### config.mk
export PLATFORM = sky130hd
export DESIGN_NAME = host_descriptor_scheduler
export DESIGN_NICKNAME = d
export VERILOG_FILES = /design/src/rtl/host_sched_pkg.sv /design/src/rtl/hds_credit_ctrl.sv /design/src/rtl/host_descriptor_scheduler.sv
export SDC_FILE = /design/constraint.sdc
export NUM_CORES = 1
export LEC_CHECK = 0
export CORE_MARGIN = 2
export CORE_UTILIZATION = 39
export CTS_CLUSTER_DIAMETER = 50
export DETAILED_ROUTE_END_ITERATION = 12
export PLACE_DENSITY = 0.79
export SLEW_MARGIN = 15
export SYNTH_ARGS = -nofsm -noshare
export SYNTH_HDL_FRONTEND = slang
export SYNTH_SLANG_ARGS = --single-unit
### constraint.sdc
create_clock -name i_clk -period 2.9 [get_ports i_clk]
set_input_delay 0.725 -clock i_clk [delete_from_list [all_inputs] [get_ports i_clk]]
set_output_delay 0.725 -clock i_clk [all_outputs]
set_load 0.05 [all_outputs]
### src/rtl/host_sched_pkg.sv
// Shared types and sizes for the host descriptor scheduler.
package host_sched_pkg;

    localparam int unsigned DESC_W     = 24;
    localparam int unsigned WEIGHT_W   = 4;
    localparam int unsigned USEDW_W    = 5;
    localparam int unsigned FIFO_AFULL = 14;
    localparam int unsigned STAT_W     = 16;

    typedef enum logic [1:0] {
        S_IDLE = 2'd0,
        S_WAIT = 2'd1
    } state_e;

    typedef enum logic {
        SRC_HCP = 1'b0,
        SRC_NET = 1'b1
    } src_e;

    // A zero weight still earns one grant per turn.
    function automatic logic [WEIGHT_W-1:0] eff_weight(input logic [WEIGHT_W-1:0] w);
        return (w == '0) ? WEIGHT_W'(1) : w;
    endfunction

    function automatic src_e other_src(input src_e s);
        return (s == SRC_HCP) ? SRC_NET : SRC_HCP;
    endfunction

endpackage

### src/rtl/hds_credit_ctrl.sv
// Priority owner and consecutive-grant credit for the weighted round-robin.
module hds_credit_ctrl
    import host_sched_pkg::*;
(
    input  logic                i_clk,
    input  logic                i_rst_n,
    input  logic                i_grant,
    input  src_e                i_winner,
    input  logic [WEIGHT_W-1:0] iv_weight_hcp,
    input  logic [WEIGHT_W-1:0] iv_weight_network,
    output src_e                o_owner
);

    src_e                owner_q, owner_d;
    logic [WEIGHT_W-1:0] credit_q, credit_d;
    logic [WEIGHT_W-1:0] credit_next_c;
    logic [WEIGHT_W-1:0] quota_c;

    // Winner's quota is sampled at grant time; exhausting it hands ownership over.
    always_comb begin
        owner_d       = owner_q;
        credit_d      = credit_q;
        credit_next_c = (i_winner == owner_q) ? credit_q + WEIGHT_W'(1) : WEIGHT_W'(1);
        quota_c       = eff_weight((i_winner == SRC_HCP) ? iv_weight_hcp : iv_weight_network);
        if (i_grant) begin
            if (credit_next_c >= quota_c) begin
                owner_d  = other_src(i_winner);
                credit_d = '0;
            end else begin
                owner_d  = i_winner;
                credit_d = credit_next_c;
            end
        end
    end

    always_ff @(posedge i_clk or negedge i_rst_n) begin
        if (!i_rst_n) begin
            owner_q  <= SRC_HCP;
            credit_q <= '0;
        end else begin
            owner_q  <= owner_d;
            credit_q <= credit_d;
        end
    end

    assign o_owner = owner_q;

endmodule

### src/rtl/host_descriptor_scheduler.sv
// Weighted round-robin writer of the host descriptor FIFO for the HCP and network ports.
// Optional grant counters are built when HDS_STAT_EN is defined.
module host_descriptor_scheduler
    import host_sched_pkg::*;
(
    input  logic                i_clk,
    input  logic                i_rst_n,
    input  logic [DESC_W-1:0]   iv_descriptor_hcp,
    input  logic                i_descriptor_wr_hcp,
    output logic                o_descriptor_ack_hcp,
    input  logic [DESC_W-1:0]   iv_descriptor_network,
    input  logic                i_descriptor_wr_network,
    output logic                o_descriptor_ack_network,
    input  logic [WEIGHT_W-1:0] iv_weight_hcp,
    input  logic [WEIGHT_W-1:0] iv_weight_network,
    input  logic [USEDW_W-1:0]  iv_fifo_usedw,
    output logic [DESC_W-1:0]   ov_fifo_wdata,
    output logic                o_fifo_wr
`ifdef HDS_STAT_EN
    ,
    output logic [STAT_W-1:0]   ov_grant_cnt_hcp,
    output logic [STAT_W-1:0]   ov_grant_cnt_network
`endif
);

    state_e              state_q, state_d;
    logic                wr_q, wr_d;
    logic                ack_hcp_q, ack_hcp_d;
    logic                ack_net_q, ack_net_d;
    logic [DESC_W-1:0]   wdata_q, wdata_d;
    logic                grant_c;
    src_e                winner_c;
    src_e                owner;
    logic                space_c;

    assign space_c = (iv_fifo_usedw < USEDW_W'(FIFO_AFULL));

    hds_credit_ctrl u_credit (
        .i_clk             (i_clk),
        .i_rst_n           (i_rst_n),
        .i_grant           (grant_c),
        .i_winner          (winner_c),
        .iv_weight_hcp     (iv_weight_hcp),
        .iv_weight_network (iv_weight_network),
        .o_owner           (owner)
    );

    // Arbitrate in S_IDLE; S_WAIT covers the cycle the requester still sees its ack.
    always_comb begin
        state_d   = state_q;
        wr_d      = 1'b0;
        ack_hcp_d = 1'b0;
        ack_net_d = 1'b0;
        wdata_d   = wdata_q;
        grant_c   = 1'b0;
        winner_c  = owner;
        case (state_q)
            S_IDLE: begin
                if (space_c && (i_descriptor_wr_hcp || i_descriptor_wr_network)) begin
                    grant_c = 1'b1;
                    if (owner == SRC_HCP) begin
                        winner_c = i_descriptor_wr_hcp ? SRC_HCP : SRC_NET;
                    end else begin
                        winner_c = i_descriptor_wr_network ? SRC_NET : SRC_HCP;
                    end
                    wr_d = 1'b1;
                    if (winner_c == SRC_HCP) begin
                        ack_hcp_d = 1'b1;
                        wdata_d   = iv_descriptor_hcp;
                    end else begin
                        ack_net_d = 1'b1;
                        wdata_d   = iv_descriptor_network;
                    end
                    state_d = S_WAIT;
                end
            end
            S_WAIT:  state_d = S_IDLE;
            default: state_d = S_IDLE;
        endcase
    end

    always_ff @(posedge i_clk or negedge i_rst_n) begin
        if (!i_rst_n) begin
            state_q   <= S_IDLE;
            wr_q      <= 1'b0;
            ack_hcp_q <= 1'b0;
            ack_net_q <= 1'b0;
            wdata_q   <= '0;
        end else begin
            state_q   <= state_d;
            wr_q      <= wr_d;
            ack_hcp_q <= ack_hcp_d;
            ack_net_q <= ack_net_d;
            wdata_q   <= wdata_d;
        end
    end

    assign o_fifo_wr                = wr_q;
    assign o_descriptor_ack_hcp     = ack_hcp_q;
    assign o_descriptor_ack_network = ack_net_q;
    assign ov_fifo_wdata            = wdata_q;

`ifdef HDS_STAT_EN
    logic [STAT_W-1:0] cnt_hcp_q, cnt_hcp_d;
    logic [STAT_W-1:0] cnt_net_q, cnt_net_d;

    // Counters advance together with the ack they count and wrap freely.
    always_comb begin
        cnt_hcp_d = cnt_hcp_q + STAT_W'(ack_hcp_d);
        cnt_net_d = cnt_net_q + STAT_W'(ack_net_d);
    end

    always_ff @(posedge i_clk or negedge i_rst_n) begin
        if (!i_rst_n) begin
            cnt_hcp_q <= '0;
            cnt_net_q <= '0;
        end else begin
            cnt_hcp_q <= cnt_hcp_d;
            cnt_net_q <= cnt_net_d;
        end
    end

    assign ov_grant_cnt_hcp     = cnt_hcp_q;
    assign ov_grant_cnt_network = cnt_net_q;
`endif

endmodule
==> parameters.txt <==
Parameter                              Value

Yosys
  Asr flop ratio synth ... 100%
  Most common flop cell mapped by yosys ... sky130_fd_sc_hd__dfrtp_1
  Fraction of the yosys area taken by sequential cells ... 47.0%
  Count of yosys warnings during synthesis ... 0
  Number of enable-type register cells in the synthesized netlist ... 0
  Post-synth design cell area ... 1760 sq um
  Dominant cell type by area after synthesis ... sky130_fd_sc_hd__dfrtp_1
  Synthesized netlist net count ... 245
  Top area cells in the synthesized netlist ... sky130_fd_sc_hd__dfrtp_1, sky130_fd_sc_hd__mux2i_1, sky130_fd_sc_hd__o21ai_0
  Number of cells produced by synthesis ... 175
  Area share of the leading cell type in the synthesized netlist ... 47.0%
  Count of different cell masters after synthesis ... 33
  FF+latch count, synth ... 33
  Avg Cell Area, Syn ... 10.0 sq um

Timing
  F_max ... 364 MHz
  Final setup fails ... 0
  Slew @ Worst Pin ... 0.531 ns
  Minimum period implied by the final worst setup slack ... 2.74 ns
  Unrepaired setup endpoints after global routing ... no
  Final hold viol count ... 0
  Post-route fraction of the period consumed by the critical path ... 94.6%
  Aggregate negative setup slack ... 0 ns
  Count of pins over their slew limit ... 0
  Worst rel slew slack ... 64.5%
  Post-Route Skew ... 0.00430 ns
  Hold Slack ... 0.481 ns

Route
  Avg WL per Cell ... 12.7 um
  First-pass detailed-route iteration total ... 4
  Routed Antenna Nets ... 0
  Vias after detailed routing ... 1601
  Post-detailed-route via-to-cell ratio ... 4.84
  Detailed Route WL ... 4200 um
  Residual DRC ... 0
  Violation count after the first detailed-route iteration ... 71

Global routing
  Grt total ovfl ... 0
  Pin count of the biggest net entering global routing ... 34
  Global-route wire length before repair ... 6840 um
  Antenna violations before repair ... 0
  Overall track demand over capacity in global routing ... 17.1%
  Via count of the first global-routing pass ... 1514

Flow run
  Maximum Capacitance Violations ... 0

Floorplan
  Area of the core region ... 4350 sq um
  Die height ... 71.1 um
  Total number of placement rows ... 24
  Initial Util ... 40.3%
  Width of the chip ... 71.1 um
  Die footprint ... 5050 sq um
  Ports placed on the boundary ... 92

Clock tree
  Clock tree sinks ... 33
  Worst-path clk slew ... 0.06 ns
  CTS Root Buffer Type ... sky130_fd_sc_hd__clkbuf_8
  Insertion delay of the later-clocked pin in the worst-skew pair ... 0.28 ns
  Number of buffers added by the clock tree synthesis step ... 5
  Number of hold buffers added after CTS ... 0
  Deepest level of the CTS H-tree ... 2
  CTS tree ... built
  CTS Buffer Depth ... 2

Power
  Maximum vdd ir drop ... 0.567 mV
  Cell leakage power ... 1.37 nW
  Total Power ... 2.55 mW
  Pwr per Cell Area ... 862 nW/um^2

Critical path
  Crit path cell chain ... clkdlybuf4s50_1 -> o21ai_2 -> a21oi_2 -> buf_4 -> mux2i_1 -> ha_1 -> nor2b_2 -> o21a_1 -> nor2_1 -> a221o_1
  Path type of the worst setup path ... in2reg
  Type of origin of the critical path ... input port
  Capturing element type of the critical path ... register
  Slowest cell on crit path ... sky130_fd_sc_hd__clkdlybuf4s50_1
  Longest individual stage delay on the worst path ... 0.58 ns
  Crit path max fanout ... 5
  Required time at the worst-slack endpoint ... 3.06 ns
  Arrival time at the worst endpoint ... 2.90 ns

Worst hold path
  Worst Hold Class ... reg2reg

Placed design
  Last weighted congestion value of the routability-driven placer ... 0.818
  Port-buffer cells ... 90
  Number of placed instances, taps included ... 322
  HPWL Detailed ... 3290 um

Cells and area
  Non-filler cells, final ... 331
  Final #Nets ... 348
  Layout overhead on the synthesized area ... 68.4%
  Utilization after layout ... 67.9%
  Layout filler cell count ... 361
  Fraction of final layout cells sized beyond drive strength 1 ... 11.8%
  Total inserted antenna cells ... 0

Status
  Result of the run ... completed
metrics by stage:
| stage | setup slack [ns] | area [sq um] |
|---|---|---|
| detailed placement | -0.368 | 2790 |
| finish | 0.156 | 2960 |
| floorplan | 0.184 | 1760 |
| global route | 0.0152 | 2960 |
| global placement | -0.289 | 2790 |
| CTS | 0.00619 | 2910 |
report_power, final:
part	internal [mW]	leakage, nW	total [mW]	switching, mW
logic	0.642	0.899	1.44	0.793
clock network	0.280	0.0585	0.433	0.153
registers	0.593	0.410	0.680	0.0870
total	1.52	1.37	2.55	1.03
worst max-delay path, delay by kind of cell:
kind                     cells  cell delay [ns]
adder cells (fa/ha/maj)      1             0.27
buffers and inverters        2             0.74
AND/OR/NAND/NOR              2             0.20
multiplexers                 1             0.22
AO/OA/AOI/OAI                4             0.75
logic make-up after synthesis:
family                     Yosys count  share of synthesized area [%]
AOI/OAI and AO/OA                   47                           16.5
adders and majority gates            5                           3.56
buffers and inverters               13                           4.49
DFF                                 33                           47.0
muxes                               28                           16.0
and+or+nand+nor                     49                           12.4
layout make-up:
type                            instances  area, sq um  area share [%]
Inverter                                4         15.0           0.508
Clock buffer                            7         86.3            2.92
Sequential cell                        33          826            27.9
Tap cell                               52         65.1            2.20
Timing Repair Buffer                  105         1040            35.1
Multi-Input combinational cell        129          897            30.4
Clock inverter                          1         30.0            1.02
Yosys cell counts (2+ instances only):
cell type,count
sky130_fd_sc_hd__ha_1,5
sky130_fd_sc_hd__nand2_1,29
sky130_fd_sc_hd__o211ai_1,2
sky130_fd_sc_hd__o21a_1,2
sky130_fd_sc_hd__nand2b_1,2
sky130_fd_sc_hd__a21oi_1,5
sky130_fd_sc_hd__clkbuf_1,2
sky130_fd_sc_hd__inv_1,4
sky130_fd_sc_hd__mux2i_1,28
sky130_fd_sc_hd__nor3_1,3
sky130_fd_sc_hd__nor2_1,6
sky130_fd_sc_hd__dfrtp_1,33
sky130_fd_sc_hd__o21ai_1,3
sky130_fd_sc_hd__buf_2,3
sky130_fd_sc_hd__buf_6,3
sky130_fd_sc_hd__o21ai_0,25
sky130_fd_sc_hd__nor2b_1,4
timing repair:
action                     in CTS  in global routing
setup buffers                   0                  1
resized for setup               2                 12
setup endpoints to repair       3                  5
pin swaps                       0                  4
gates cloned                    0                  0
layer usage:
layer,vias up,track usage [%],wire [um]
li1,830,-,-
met3,2,4.99,323
met2,59,29.1,2060
met4,0,4.40,18
met1,710,21.5,1800
met5,-,0,0
registers in the layout, summed over array words and instances (netlist names):
register / flops
state_q: 1
u_credit.o_owner: 1
o_descriptor_ack_network: 1
ov_fifo_wdata: 24
u_credit.credit_q: 4
o_fifo_wr: 1
o_descriptor_ack_hcp: 1
worst paths after layout:
kind                                         start                 to  slack [ns]  cells after the start
hold / removal                    ov_fifo_wdata[9]   ov_fifo_wdata[9]        0.48                      2
setup reg to reg                        state_q[0]   u_credit.o_owner        0.51                     10
min in group asynchronous                  i_rst_n  ov_fifo_wdata[14]        0.85                      2
setup / recovery           i_descriptor_wr_network   u_credit.o_owner        0.16                     10
max in group asynchronous                  i_rst_n          o_fifo_wr        1.76                      2
hold reg to reg                   ov_fifo_wdata[9]   ov_fifo_wdata[9]        0.48                      2
layout by cell type, fill, tap and decap left out, drive strengths merged, types with 2 or more instances in the layout:
master         instances
a21oi                  6
buf                   15
clkbuf                 7
clkdlybuf4s50         86
dfrtp                 33
dlymetal6s2s           4
ha                     5
inv                    4
mux2i                 28
nand2                 29
nand2b                 2
nor2                   6
nor2b                  4
nor3                   3
o211ai                 2
o21a                   2
o21ai                 29
(Power assumes the default switching activity.)
